===== config.mk =====
export PLATFORM = sky130hd
export DESIGN_NAME = add_serial
export DESIGN_NICKNAME = d
export VERILOG_FILES = /design/src/rtl/add_serial.sv
export SDC_FILE = /design/constraint.sdc
export NUM_CORES = 1
export LEC_CHECK = 0
export BUFFER_PORTS_ARGS = -buffer_cell sky130_fd_sc_hd__buf_2
export CORE_AREA = 2 2 84 86
export DETAILED_ROUTE_END_ITERATION = 12
export DIE_AREA = 0 0 86 88
export PLACE_DENSITY = 0.8
export SYNTH_ARGS = -nofsm -noshare
export SYNTH_HDL_FRONTEND = slang
export SYNTH_SLANG_ARGS = --single-unit
export TNS_END_PERCENT = 30

===== constraint.sdc =====
create_clock -name clk -period 2.1 [get_ports clk]
set_input_delay 0 -clock clk [delete_from_list [all_inputs] [get_ports clk]]
set_output_delay 0 -clock clk [all_outputs]
set_load 0.03 [all_outputs]

===== src/rtl/add_serial.sv =====
// -----------------------------------------------------------------------------
// add_serial
//
// Digit-serial adder/subtractor. Adds WIDTH-bit operands DIGIT bits per clock,
// LSB digit first, through a single DIGIT-bit ripple stage and a registered
// carry. A start/busy/done handshake frames each operation; the result takes
// WIDTH/DIGIT cycles from the accepting clock edge to the done pulse.
//
// Parameters
//   WIDTH  operand/result width (integer multiple of DIGIT)
//   DIGIT  bits added per cycle (1 .. WIDTH)
//
// Ports
//   clk        clock, rising edge
//   rst        asynchronous active-high reset
//   start_i    request, sampled when not busy
//   sub_i      0 = add, 1 = subtract (sampled with start)
//   a_i, b_i   operands (sampled with start)
//   c_in_i     carry in (add) / borrow in (subtract)
//   busy_o     operation in progress
//   done_o     one-cycle completion pulse
//   sum_o      result, held until the next completion
//   c_out_o    carry out of the MSB (subtract: 1 = no borrow)
//   ovf_o      signed overflow      (only with ADD_SERIAL_FLAGS_EN)
//   zero_o     sum == 0             (only with ADD_SERIAL_FLAGS_EN)
//
// Build option: define ADD_SERIAL_FLAGS_EN to add the ovf_o/zero_o flags.
// -----------------------------------------------------------------------------
module add_serial #(
    parameter int WIDTH = 16,
    parameter int DIGIT = 4
) (
    input  logic             clk,
    input  logic             rst,
    input  logic             start_i,
    input  logic             sub_i,
    input  logic [WIDTH-1:0] a_i,
    input  logic [WIDTH-1:0] b_i,
    input  logic             c_in_i,
    output logic             busy_o,
    output logic             done_o,
    output logic [WIDTH-1:0] sum_o,
    output logic             c_out_o
`ifdef ADD_SERIAL_FLAGS_EN
    ,
    output logic             ovf_o,
    output logic             zero_o
`endif
);

    localparam int N     = WIDTH / DIGIT;
    localparam int CNT_W = (N > 1) ? $clog2(N) : 1;
    localparam logic [CNT_W-1:0] LAST_STEP = CNT_W'(N - 1);

    typedef enum logic [1:0] {
        S_IDLE = 2'd0,
        S_RUN  = 2'd1,
        S_DONE = 2'd2
    } state_t;

    state_t             state_q, state_d;
    logic [CNT_W-1:0]   cnt_q, cnt_d;
    logic [WIDTH-1:0]   a_q, a_d;
    logic [WIDTH-1:0]   b_q, b_d;
    logic               carry_q, carry_d;
    logic [WIDTH-1:0]   res_q, res_d;
    logic [WIDTH-1:0]   sum_q, sum_d;
    logic               c_out_q, c_out_d;
`ifdef ADD_SERIAL_FLAGS_EN
    // Operand sign bits are kept aside because the shift registers lose them.
    logic               a_msb_q, a_msb_d;
    logic               b_msb_q, b_msb_d;
    logic               ovf_q, ovf_d;
    logic               zero_q, zero_d;
`endif

    logic [DIGIT:0]     digit_sum;
    logic [WIDTH-1:0]   res_shift;
    logic [WIDTH-1:0]   b_eff;
    logic               load;

    // One ripple stage: low digit of each operand plus the carry register.
    assign digit_sum = {1'b0, a_q[DIGIT-1:0]} + {1'b0, b_q[DIGIT-1:0]}
                     + {{DIGIT{1'b0}}, carry_q};

    // New digit enters at the top; after N steps the LSB digit is at bit 0.
    assign res_shift = (res_q >> DIGIT)
                     | (WIDTH'(digit_sum[DIGIT-1:0]) << (WIDTH - DIGIT));

    // Subtraction is a + ~b + ~borrow.
    assign b_eff = sub_i ? ~b_i : b_i;

    // A new request is accepted in IDLE and in the DONE cycle (back-to-back).
    assign load = start_i && (state_q != S_RUN);

    always_comb begin
        state_d = state_q;
        cnt_d   = cnt_q;
        a_d     = a_q;
        b_d     = b_q;
        carry_d = carry_q;
        res_d   = res_q;
        sum_d   = sum_q;
        c_out_d = c_out_q;
`ifdef ADD_SERIAL_FLAGS_EN
        a_msb_d = a_msb_q;
        b_msb_d = b_msb_q;
        ovf_d   = ovf_q;
        zero_d  = zero_q;
`endif

        case (state_q)
            S_IDLE: begin
                state_d = S_IDLE;
            end
            S_RUN: begin
                a_d     = a_q >> DIGIT;
                b_d     = b_q >> DIGIT;
                carry_d = digit_sum[DIGIT];
                res_d   = res_shift;
                if (cnt_q == LAST_STEP) begin
                    state_d = S_DONE;
                    cnt_d   = '0;
                    sum_d   = res_shift;
                    c_out_d = digit_sum[DIGIT];
`ifdef ADD_SERIAL_FLAGS_EN
                    ovf_d   = (a_msb_q == b_msb_q) && (res_shift[WIDTH-1] != a_msb_q);
                    zero_d  = (res_shift == '0);
`endif
                end else begin
                    cnt_d = cnt_q + CNT_W'(1);
                end
            end
            S_DONE: begin
                state_d = S_IDLE;
            end
            default: begin
                state_d = S_IDLE;
            end
        endcase

        if (load) begin
            state_d = S_RUN;
            cnt_d   = '0;
            a_d     = a_i;
            b_d     = b_eff;
            carry_d = c_in_i ^ sub_i;
            res_d   = '0;
`ifdef ADD_SERIAL_FLAGS_EN
            a_msb_d = a_i[WIDTH-1];
            b_msb_d = b_eff[WIDTH-1];
`endif
        end
    end

    always_ff @(posedge clk or posedge rst) begin
        if (rst) begin
            state_q <= S_IDLE;
            cnt_q   <= '0;
            a_q     <= '0;
            b_q     <= '0;
            carry_q <= 1'b0;
            res_q   <= '0;
            sum_q   <= '0;
            c_out_q <= 1'b0;
`ifdef ADD_SERIAL_FLAGS_EN
            a_msb_q <= 1'b0;
            b_msb_q <= 1'b0;
            ovf_q   <= 1'b0;
            zero_q  <= 1'b0;
`endif
        end else begin
            state_q <= state_d;
            cnt_q   <= cnt_d;
            a_q     <= a_d;
            b_q     <= b_d;
            carry_q <= carry_d;
            res_q   <= res_d;
            sum_q   <= sum_d;
            c_out_q <= c_out_d;
`ifdef ADD_SERIAL_FLAGS_EN
            a_msb_q <= a_msb_d;
            b_msb_q <= b_msb_d;
            ovf_q   <= ovf_d;
            zero_q  <= zero_d;
`endif
        end
    end

    assign busy_o  = (state_q == S_RUN);
    assign done_o  = (state_q == S_DONE);
    assign sum_o   = sum_q;
    assign c_out_o = c_out_q;
`ifdef ADD_SERIAL_FLAGS_EN
    assign ovf_o   = ovf_q;
    assign zero_o  = zero_q;
`endif

endmodule

==> results of run 1 <==
what timing repair did:
action,CTS,global route
setup buffers,0,0
hold buffers,21,0
endpoints found under the hold margin,54,0
power groups by stage:
stage	combinational, mW	sequential [mW]	clock [mW]
global placement	1.90	2.10	0
global route	2.22	2.17	1.42
CTS	2.01	2.10	1.36
detailed placement	1.97	2.12	0
floorplan	1.23	2.33	0
finish	1.99	2.10	1.33
worst max-delay path: stages (launching register included):
cell and delay, ps:
dfrtp_1 410, fa_1 480, fa_1 410, a21o_1 190
a21oi_1 210, o21ai_0 110
per-layer routing:
| layer | wire length [um] | vias up | track usage [%] |
|---|---|---|---|
| met5 | 0 | - | 0 |
| met4 | 55 | 0 | 5.628 |
| met3 | 316 | 5 | 7.257 |
| met2 | 2950 | 59 | 28.33 |
| met1 | 2771 | 1027 | 22.89 |
| li1 | - | 1070 | - |
sequential cells by signal, indices dropped and copies added, names as in the netlist:
name,flops
a_q,16
b_q,16
c_out_o,1
carry_q,1
cnt_q,2
res_q,12
state_q,2
sum_o,16
kinds of logic after synthesis:
group                    count (synthesis)  share of synthesized area [%]
AND/OR/NAND/NOR                         79                          11.78
AO/OA/AOI/OAI                           40                          7.501
XOR/XNOR                                18                          5.137
buffers and inverters                   22                          4.565
multiplexers                            42                          14.27
flip-flops                              66                          53.81
adder cells (fa/ha/maj)                  6                          2.935
Yosys cell counts (3+ instances only):
cell type | instances | area [um^2]
mux2i_1 | 28 | 280.3
ha_1 | 4 | 50.05
xnor2_1 | 6 | 52.55
mux2_2 | 14 | 157.7
xor2_1 | 12 | 105.1
nand3b_1 | 14 | 105.1
nor2_1 | 11 | 41.29
a211oi_1 | 4 | 30.03
buf_6 | 3 | 33.78
o21ai_0 | 27 | 135.1
buf_4 | 3 | 22.52
dfrtp_1 | 66 | 1652
nand2_1 | 49 | 183.9
buf_2 | 9 | 45.04
per-stage QoR:
stage | power (mW) | area [um^2] | util (%) | instances | hold WS, ps
finish | 5.416 | 3860 | 58.10 | 432 | 31.34
global placement | 3.994 | 3398 | 51.15 | 395 | 171.8
CTS | 5.469 | 3860 | 58.10 | 432 | 13.55
global route | 5.811 | 3860 | 58.10 | 432 | 28.27
detailed placement | 4.099 | 3398 | 51.15 | 395 | 177.8
floorplan | 3.560 | 3069 | - | 273 | 156.3
cell type report:
cell class | instances | area, um^2 | area share, %
well taps | 80 | 100.1 | 2.593
clock buffers | 11 | 151.4 | 3.922
clock inverters | 5 | 100.1 | 2.593
flip-flops and latches | 66 | 1652 | 42.79
inverters | 3 | 11.26 | 0.2917
repair buffers | 82 | 568.0 | 14.72
multi-input cells | 185 | 1277 | 33.10
worst min-delay path by stage:
stage | depth (start not counted) | to | startpoint
finish | 4 | b_q[11] | b_i[11]
global route | 4 | b_q[11] | b_i[11]
CTS | 4 | b_q[11] | b_i[11]
detailed placement | 2 | a_q[13] | rst
global placement | 2 | a_q[13] | rst
floorplan | 2 | a_q[12] | a_i[12]
==> run_summary.xml, run 1 <==
<?xml version="1.0" encoding="UTF-8"?>
<metrics>
  <group name="clock_tree">
    <metric name="post_cts_resize_count" unit="">0</metric>
    <metric name="clkLatencyLatePin" unit="ps">340</metric>
    <metric name="cts_tree" unit="">yes</metric>
    <metric name="num_cts_buffers" unit="">9</metric>
    <metric name="htree_levels" unit="">3</metric>
    <metric name="clock_tree.root_cell" unit="">clkbuf_8</metric>
    <metric name="cts_sinks" unit="">66</metric>
    <metric name="clk_pin_slew_worst_paths" unit="ps">70</metric>
    <metric name="cts_max_path_buffers" unit="">2</metric>
  </group>
  <group name="power_and_ir_drop">
    <metric name="power_switching" unit="mW">1.993</metric>
    <metric name="power.leakage" unit="nW">1.958</metric>
    <metric name="power_frac_comb" unit="%">36.8</metric>
    <metric name="cellPowerDensity" unit="nW/um^2">1403</metric>
    <metric name="power_switching_share" unit="%">36.79</metric>
    <metric name="relative_contribution_of_sequential_cells_to_total_power" unit="%">38.8</metric>
    <metric name="power_frac_clock" unit="%">24.5</metric>
    <metric name="cellInternalPower" unit="mW">3.423</metric>
    <metric name="irDropWorstVdd" unit="mV">0.7302</metric>
  </group>
  <group name="synthesis">
    <metric name="postSynthCellCount" unit="">273</metric>
    <metric name="synth.lib_cells_used.distinct" unit="">31</metric>
    <metric name="synth-async-reset-ratio" unit="%">100.0</metric>
    <metric name="synth_edf_count" unit="">0</metric>
    <metric name="ys.flop_type" unit="">dfrtp_1</metric>
    <metric name="syn-mean-instance-area" unit="um^2">11.24</metric>
    <metric name="ys_ff_latch" unit="">66</metric>
    <metric name="synth_area" unit="um^2">3069</metric>
    <metric name="synth.net_count" unit="">316</metric>
    <metric name="synth_warnings" unit="">0</metric>
    <metric name="seq_area_frac_synth" unit="%">53.81</metric>
  </group>
  <group name="drt">
    <metric name="detail_route.wl_per_cell" unit="um">14.10</metric>
    <metric name="first_iter_violations" unit="">80</metric>
    <metric name="route.vias.total" unit="">2161</metric>
    <metric name="dr.pass1.iters" unit="">4</metric>
    <metric name="vias_per_cell" unit="">5.002</metric>
    <metric name="finalWirelength" unit="um">6093</metric>
    <metric name="post_detailed_route_count_of_antenna_violating_nets" unit="">0</metric>
    <metric name="number_of_remaining_drc_errors" unit="">0</metric>
  </group>
  <group name="floorplan">
    <metric name="io-pin-count" unit="">56</metric>
    <metric name="fp.coreArea" unit="um^2">6644</metric>
    <metric name="fp.dieH" unit="um">88</metric>
    <metric name="die-area" unit="um^2">7568</metric>
    <metric name="count_of_standard_cell_rows" unit="">30</metric>
    <metric name="floorplan.die.width" unit="um">86</metric>
    <metric name="initial_utilization" unit="%">46.20</metric>
  </group>
  <group name="sta">
    <metric name="drv_slew" unit="">0</metric>
    <metric name="setup-tns-final" unit="ps">0</metric>
    <metric name="min_period" unit="ps">1928</metric>
    <metric name="max_slew_margin" unit="%">49.73</metric>
    <metric name="tightestPinTransition" unit="ps">753.0</metric>
    <metric name="layout_worst_path_cycle_share" unit="%">91.80</metric>
    <metric name="number_of_hold_violations_in_the_final_report" unit="">0</metric>
    <metric name="fin_worst_skew" unit="ps">8.538</metric>
    <metric name="setup_ws" unit="ps">172.2</metric>
    <metric name="setup_viol" unit="">0</metric>
    <metric name="grt_setup_unrepaired" unit="">false</metric>
    <metric name="fmaxAchievable" unit="MHz">518.7</metric>
  </group>
  <group name="placement">
    <metric name="setup_slack_after_placement" unit="ps">166.5</metric>
    <metric name="port-buffer-count" unit="">55</metric>
    <metric name="gp_congestion" unit="">0.7335</metric>
    <metric name="dp.final_hpwl" unit="um">3937</metric>
  </group>
  <group name="job">
    <metric name="drv.max_cap_violation_count" unit="">0</metric>
  </group>
  <group name="setup_path">
    <metric name="worst_setup_ep" unit="">c_out_o</metric>
    <metric name="worst_ep_required_time" unit="ps">2320</metric>
    <metric name="setup.reg_to_reg.worst_slack" unit="ps">170</metric>
    <metric name="critical_path.reg2reg.endpoint" unit="">c_out_o</metric>
    <metric name="sort_of_element_at_the_end_of_the_critical_path" unit="">register</metric>
    <metric name="worstSetupStartpointType" unit="">register</metric>
    <metric name="timing.critical_path.from" unit="">a_q[0]</metric>
    <metric name="worstRegToRegCells" unit="">5</metric>
    <metric name="worst_r2r_startpoint" unit="">a_q[0]</metric>
    <metric name="worst-setup-path-type" unit="">reg -&gt; reg</metric>
    <metric name="worst-endpoint-arrival" unit="ps">2150</metric>
    <metric name="timing.critical_path.fanout_max" unit="">2</metric>
  </group>
  <group name="global_routing">
    <metric name="grt_max_degree" unit="">43</metric>
    <metric name="number_of_global_route_vias_before_repair" unit="">2177</metric>
    <metric name="antenna_found_initial" unit="">0</metric>
    <metric name="grt_util_all_layers" unit="%">17.99</metric>
    <metric name="global_route.overflow_total" unit="">0</metric>
    <metric name="grt_first_pass_wirelength" unit="um">10270</metric>
  </group>
  <group name="cells_and_area">
    <metric name="final_common_cell" unit="">dfrtp_1</metric>
    <metric name="n_antenna_cell" unit="">0</metric>
    <metric name="layout.cells.most_common_list" unit="">66 x dfrtp_1, 55 x buf_2, 49 x nand2_1</metric>
    <metric name="number_of_nets_at_the_end_of_the_flow" unit="">390</metric>
    <metric name="area_growth_syn_to_layout" unit="%">25.76</metric>
    <metric name="layout.filler_cells" unit="">548</metric>
    <metric name="layout_cells_sized_above_1" unit="%">26.70</metric>
  </group>
  <group name="min_path">
    <metric name="hold_path.class" unit="">in -&gt; reg</metric>
  </group>
  <group name="outcome">
    <metric name="run_status" unit="">complete, no violations</metric>
  </group>
</metrics>
(Power assumes the default switching activity.)
==> run 2, diff against run 1 <==
--- a/config.mk
+++ b/config.mk
@@ -10,6 +10,7 @@
 export DETAILED_ROUTE_END_ITERATION = 12
 export DIE_AREA = 0 0 86 88
 export PLACE_DENSITY = 0.8
+export RECOVER_POWER = 100
 export SYNTH_ARGS = -nofsm -noshare
 export SYNTH_HDL_FRONTEND = slang
 export SYNTH_SLANG_ARGS = --single-unit
==> run 2 against run 1 <==
Against the previous run:
- critical path depth stayed put
- fmax is 0.72% lower
- global-route usage stayed put
- combinational power is 3% lower
- register-to-register slack hardly changed
- first-iteration DRC count is 1.3% lower
- non-clock buffer count stayed put
- worst setup slack worse by 14 ps
- clock skew hardly changed
- cell count stayed put
- sequential power hardly changed
- highest routed layer unchanged
==> run_summary.xml, run 2 (synthesis gave the netlist of run 1 again) <==
<?xml version="1.0" encoding="UTF-8"?>
<metrics>
  <group name="drt">
    <metric name="number_of_remaining_drc_errors" unit="">0</metric>
    <metric name="route.vias.total" unit="">2177</metric>
    <metric name="dr.pass1.iters" unit="">4</metric>
    <metric name="vias_per_cell" unit="">5.039</metric>
    <metric name="detail_route.wl_per_cell" unit="um">14.16</metric>
    <metric name="first_iter_violations" unit="">79</metric>
    <metric name="post_detailed_route_count_of_antenna_violating_nets" unit="">0</metric>
    <metric name="finalWirelength" unit="um">6115</metric>
  </group>
  <group name="min_path">
    <metric name="hold_path.class" unit="">in -&gt; reg</metric>
    <metric name="min_delay_path_depth" unit="">4</metric>
  </group>
  <group name="power_and_ir_drop">
    <metric name="cellInternalPower" unit="mW">3.364</metric>
    <metric name="cellPowerDensity" unit="nW/um^2">1400</metric>
    <metric name="power_switching" unit="mW">1.999</metric>
    <metric name="power_frac_comb" unit="%">36.0</metric>
    <metric name="irDropWorstVdd" unit="mV">0.7297</metric>
    <metric name="relative_contribution_of_sequential_cells_to_total_power" unit="%">39.3</metric>
    <metric name="power_switching_share" unit="%">37.27</metric>
    <metric name="power.total" unit="mW">5.363</metric>
    <metric name="power_frac_clock" unit="%">24.8</metric>
    <metric name="power.leakage" unit="nW">1.889</metric>
  </group>
  <group name="sta">
    <metric name="grt_setup_unrepaired" unit="">false</metric>
    <metric name="max_slew_margin" unit="%">8.871</metric>
    <metric name="drv_slew" unit="">0</metric>
    <metric name="number_of_hold_violations_in_the_final_report" unit="">0</metric>
    <metric name="setup_ws" unit="ps">158.2</metric>
    <metric name="fin_worst_skew" unit="ps">8.526</metric>
    <metric name="setup_viol" unit="">0</metric>
    <metric name="fmaxAchievable" unit="MHz">515.0</metric>
    <metric name="setup-tns-final" unit="ps">0</metric>
    <metric name="layout_worst_path_cycle_share" unit="%">92.47</metric>
    <metric name="min_period" unit="ps">1942</metric>
    <metric name="tightestPinTransition" unit="ps">1365</metric>
  </group>
  <group name="floorplan">
    <metric name="fp.coreArea" unit="um^2">6644</metric>
    <metric name="count_of_standard_cell_rows" unit="">30</metric>
    <metric name="io-pin-count" unit="">56</metric>
    <metric name="fp.dieH" unit="um">88</metric>
    <metric name="die-area" unit="um^2">7568</metric>
    <metric name="initial_utilization" unit="%">46.20</metric>
    <metric name="floorplan.die.width" unit="um">86</metric>
  </group>
  <group name="clock_tree">
    <metric name="clk_pin_slew_worst_paths" unit="ps">70</metric>
    <metric name="cts_max_path_buffers" unit="">2</metric>
    <metric name="cts_sinks" unit="">66</metric>
    <metric name="clock_tree.root_cell" unit="">clkbuf_8</metric>
    <metric name="setup_buffers_after_cts" unit="">0</metric>
    <metric name="clkLatencyLatePin" unit="ps">350</metric>
    <metric name="cts_tree" unit="">yes</metric>
    <metric name="htree_levels" unit="">3</metric>
    <metric name="num_cts_buffers" unit="">9</metric>
  </group>
  <group name="cells_and_area">
    <metric name="layout_cells_sized_above_1" unit="%">20.74</metric>
    <metric name="layout.cells.most_common_list" unit="">66 x dfrtp_1, 49 x nand2_1, 36 x buf_2</metric>
    <metric name="layout.filler_cells" unit="">561</metric>
    <metric name="n_antenna_cell" unit="">0</metric>
    <metric name="multi_input_area" unit="um^2">1277</metric>
    <metric name="number_of_nets_at_the_end_of_the_flow" unit="">390</metric>
    <metric name="area_growth_syn_to_layout" unit="%">24.79</metric>
    <metric name="final_common_cell" unit="">dfrtp_1</metric>
    <metric name="final_util" unit="%">57.65</metric>
    <metric name="ff_latch_area" unit="um^2">1652</metric>
  </group>
  <group name="placement">
    <metric name="port-buffer-count" unit="">55</metric>
    <metric name="setup_slack_after_placement" unit="ps">166.5</metric>
    <metric name="gp_congestion" unit="">0.7335</metric>
    <metric name="dp.final_hpwl" unit="um">3937</metric>
  </group>
  <group name="setup_path">
    <metric name="worst-setup-path-type" unit="">reg -&gt; reg</metric>
    <metric name="worst-endpoint-arrival" unit="ps">2150</metric>
    <metric name="worst_ep_required_time" unit="ps">2310</metric>
    <metric name="timing.critical_path.fanout_max" unit="">2</metric>
    <metric name="worstSetupStartpointType" unit="">register</metric>
    <metric name="worstRegToRegCells" unit="">5</metric>
    <metric name="sort_of_element_at_the_end_of_the_critical_path" unit="">register</metric>
  </group>
  <group name="global_routing">
    <metric name="antenna_found_initial" unit="">0</metric>
    <metric name="number_of_global_route_vias_before_repair" unit="">2177</metric>
    <metric name="grt_first_pass_wirelength" unit="um">10270</metric>
    <metric name="grt_util_all_layers" unit="%">17.99</metric>
    <metric name="global_route.overflow_total" unit="">0</metric>
    <metric name="grt_max_degree" unit="">43</metric>
  </group>
  <group name="job">
    <metric name="drv.max_cap_violation_count" unit="">0</metric>
  </group>
  <group name="outcome">
    <metric name="run_status" unit="">complete, no violations</metric>
  </group>
</metrics>
==> run 2: cell types whose count changed in the layout (fill, tap and decap cells not counted) <==
cell	change
buf_2	-19
buf_4	-2
clkbuf_2	+1
inv_1	+1
inv_2	-1
clkbuf_1	+20
==> run 2: cell type report <==
type | count | area share [%]
sequential | 66 | 43.12
multi-input combinational | 185 | 33.36
timing repair buffer | 82 | 14.05
clock buffer | 11 | 3.953
clock inverter | 5 | 2.614
tap | 80 | 2.614
inverter | 3 | 0.2940
==> run 2: worst max-delay path: stages, from the launching register on <==
cell and delay [ps]:
dfrtp_1 410, fa_1 480, fa_1 410, a21o_1 190, a21oi_1 210, o21ai_0 110
==> run 2: metal layers <==
metal / up-vias / routed length [um] / global-route usage [%]
met1: 1044 / 2783 / 22.89
met5: - / 0 / 0
met4: 0 / 73 / 5.628
met3: 7 / 301 / 7.257
met2: 57 / 2957 / 28.33
li1: 1069 / - / -
==> run 2: metrics by stage <==
step	instance area [um^2]	hold slack, ps	std cells
3_5_place_dp	3398	177.8	395
2_1_floorplan	3069	156.3	273
6_report	3830	29.31	432
5_1_grt	3830	28.27	432
4_1_cts	3860	13.55	432
3_3_place_gp	3398	171.8	395
==> run 2: worst paths after layout <==
kind / slack (ps) / startpoint / endpoint
max in group asynchronous: 690 / rst / b_q[10]
hold reg to reg: 480 / b_q[8] / b_q[4]
min in group asynchronous: 590 / rst / a_q[13]
hold / removal: 30 / b_i[11] / b_q[11]
setup reg to reg: 160 / a_q[0] / c_out_o
setup / recovery: 160 / a_q[0] / c_out_o
==> run 2: power groups by stage <==
stage,clock [mW],sequential (mW),combinational (mW)
4_1_cts,1.36,2.10,2.01
3_3_place_gp,0,2.10,1.90
3_5_place_dp,0,2.12,1.97
5_1_grt,1.42,2.17,2.16
2_1_floorplan,0,2.33,1.23
6_report,1.33,2.11,1.93
==> run 2: repair_timing <==
action	in CTS	in global routing
endpoints found under the hold margin	54	0
hold buffers	21	0
resized for setup	0	0
==> run 3, diff against run 2 <==
==> constraint.sdc (replaced) <==
create_clock -name clk -period 2 [get_ports clk]
set_input_delay 0 -clock clk [delete_from_list [all_inputs] [get_ports clk]]
set_output_delay 0 -clock clk [all_outputs]
set_load 0.03 [all_outputs]
==> run 3 against run 2 <==
Against the previous run:
- register-to-register slack lost 30 ps
- clock-buffer cell count is the same
- wire length shrank 0.88%
- sequential share of layout area grew 0.46 points
- die area is the same
- via count grew 1.6%
- combinational power grew 6%
- largest cell class unchanged
==> run_summary.xml, run 3 (synthesis gave the netlist of run 1 again) <==
<?xml version="1.0" encoding="UTF-8"?>
<metrics>
  <group name="clock_tree">
    <metric name="clock_tree.root_cell" unit="">clkbuf_8</metric>
    <metric name="cts_max_path_buffers" unit="">2</metric>
    <metric name="htree_levels" unit="">3</metric>
    <metric name="clk_pin_slew_worst_paths" unit="ps">80</metric>
    <metric name="num_cts_buffers" unit="">9</metric>
    <metric name="clkLatencyLatePin" unit="ps">340</metric>
    <metric name="cts_sinks" unit="">66</metric>
    <metric name="cts_tree" unit="">yes</metric>
  </group>
  <group name="cells_and_area">
    <metric name="n_antenna_cell" unit="">0</metric>
    <metric name="final_util" unit="%">57.04</metric>
    <metric name="final_common_cell" unit="">dfrtp_1</metric>
    <metric name="number_of_nets_at_the_end_of_the_flow" unit="">390</metric>
    <metric name="area_growth_syn_to_layout" unit="%">23.48</metric>
    <metric name="layout_cells_sized_above_1" unit="%">21.31</metric>
    <metric name="layout.cells.most_common_list" unit="">66 x dfrtp_1, 49 x nand2_1, 36 x buf_2</metric>
  </group>
  <group name="sta">
    <metric name="max_slew_margin" unit="%">9.552</metric>
    <metric name="setup_viol" unit="">0</metric>
    <metric name="fin_worst_skew" unit="ps">9.949</metric>
    <metric name="layout_worst_path_cycle_share" unit="%">93.78</metric>
    <metric name="grt_setup_unrepaired" unit="">false</metric>
    <metric name="tightestPinTransition" unit="ps">1355</metric>
    <metric name="drv_slew" unit="">0</metric>
    <metric name="fmaxAchievable" unit="MHz">533.2</metric>
    <metric name="number_of_hold_violations_in_the_final_report" unit="">0</metric>
    <metric name="min_period" unit="ps">1876</metric>
    <metric name="setup_ws" unit="ps">124.4</metric>
    <metric name="setup-tns-final" unit="ps">0</metric>
  </group>
  <group name="drt">
    <metric name="dr.pass1.iters" unit="">4</metric>
    <metric name="detailroute.wirelength.met3" unit="um">331</metric>
    <metric name="dr_wl_met2" unit="um">2917</metric>
    <metric name="vias_per_cell" unit="">5.118</metric>
    <metric name="top_layer" unit="">met4</metric>
    <metric name="route.vias.total" unit="">2211</metric>
    <metric name="finalWirelength" unit="um">6061</metric>
    <metric name="detail_route.wl_per_cell" unit="um">14.03</metric>
    <metric name="first_iter_violations" unit="">91</metric>
    <metric name="routedLengthMet1" unit="um">2766</metric>
    <metric name="post_detailed_route_count_of_antenna_violating_nets" unit="">0</metric>
    <metric name="number_of_remaining_drc_errors" unit="">0</metric>
  </group>
  <group name="power_and_ir_drop">
    <metric name="irDropWorstVdd" unit="mV">0.7097</metric>
    <metric name="power.leakage" unit="nW">1.868</metric>
    <metric name="cellPowerDensity" unit="nW/um^2">1419</metric>
  </group>
  <group name="setup_path">
    <metric name="timing.critical_path.fanout_max" unit="">2</metric>
    <metric name="worst-endpoint-arrival" unit="ps">2090</metric>
    <metric name="worst-setup-path-type" unit="">reg -&gt; reg</metric>
    <metric name="worst_r2r_startpoint" unit="">a_q[0]</metric>
    <metric name="worst_ep_required_time" unit="ps">2210</metric>
    <metric name="timing.critical_path.from" unit="">a_q[0]</metric>
    <metric name="sort_of_element_at_the_end_of_the_critical_path" unit="">register</metric>
    <metric name="worstSetupStartpointType" unit="">register</metric>
  </group>
  <group name="floorplan">
    <metric name="fp.dieH" unit="um">88</metric>
    <metric name="count_of_standard_cell_rows" unit="">30</metric>
    <metric name="floorplan.die.width" unit="um">86</metric>
    <metric name="io-pin-count" unit="">56</metric>
    <metric name="initial_utilization" unit="%">46.20</metric>
    <metric name="die-area" unit="um^2">7568</metric>
    <metric name="fp.coreArea" unit="um^2">6644</metric>
  </group>
  <group name="placement">
    <metric name="port-buffer-count" unit="">55</metric>
    <metric name="setup_slack_after_placement" unit="ps">78.12</metric>
    <metric name="gp_congestion" unit="">0.7620</metric>
    <metric name="dp.final_hpwl" unit="um">4013</metric>
  </group>
  <group name="min_path">
    <metric name="hold_path_startpoint" unit="">b_i[9]</metric>
    <metric name="hold_path.class" unit="">in -&gt; reg</metric>
  </group>
  <group name="global_routing">
    <metric name="grt_max_degree" unit="">36</metric>
    <metric name="antenna_found_initial" unit="">0</metric>
    <metric name="grt_first_pass_wirelength" unit="um">10270</metric>
    <metric name="grt_util_all_layers" unit="%">17.63</metric>
    <metric name="number_of_global_route_vias_before_repair" unit="">2264</metric>
    <metric name="global_route.overflow_total" unit="">0</metric>
  </group>
  <group name="job">
    <metric name="drv.max_cap_violation_count" unit="">0</metric>
  </group>
  <group name="outcome">
    <metric name="run_status" unit="">complete, no violations</metric>
  </group>
</metrics>
-- run 3: worst paths after layout --
kind	end	slack, ps	cells past startpoint
worst max-delay path	c_out_o	120	5
min in group asynchronous	a_q[13]	590	3
worst min register to register	b_q[3]	480	2
worst min-delay path	b_q[9]	40	4
max in group asynchronous	b_q[14]	600	3
worst max register to register	c_out_o	120	5
-- run 3: what timing repair did --
| action | in CTS | in global routing |
|---|---|---|
| gates resized for setup | 0 | 1 |
| setup endpoints to repair | 0 | 1 |
| setup buffers | 0 | 0 |
| hold endpoints to repair | 54 | 0 |
| hold buffers | 21 | 0 |
-- run 3: critical path, cell delays in order, from the launching register on --
cell     delay (ps)
dfrtp_1         400
fa_1            470
fa_1            420
a21o_1          200
a21oi_2         170
o21ai_0          90
-- run 3: stage by stage --
stage          instance area [um^2]  total power [mW]  hold slack [ps]  instances
2_1_floorplan                  3069             3.738            156.3        273
4_1_cts                        3812             5.474            31.72        432
6_report                       3790             5.379            44.46        432
3_3_place_gp                   3398             4.191            171.2        395
3_5_place_dp                   3398             4.301            177.5        395
5_1_grt                        3790             5.779            57.78        432
-- run 3: cell type report --
type	instances	area, um^2
clock buffer	11	151.4
clock inverter	5	52.55
fill	569	2854
inverter	3	11.26
multi-input combinational	185	1281
sequential	66	1652
tap	80	100.1
timing repair buffer	82	541.8
-- run 3: routing by layer --
layer | GRT usage [%] | vias to the layer above
met4 | 5.483 | 0
met1 | 21.94 | 1074
met5 | 0 | -
met3 | 6.786 | 6
met2 | 28.61 | 55
li1 | - | 1076
-- run 3: power by group --
group	switching, mW	internal [mW]	total [mW]
Combinational	1.27	0.767	2.04
Clock	0.492	0.637	1.13
Sequential	0.327	1.88	2.21
Total	2.09	3.29	5.38
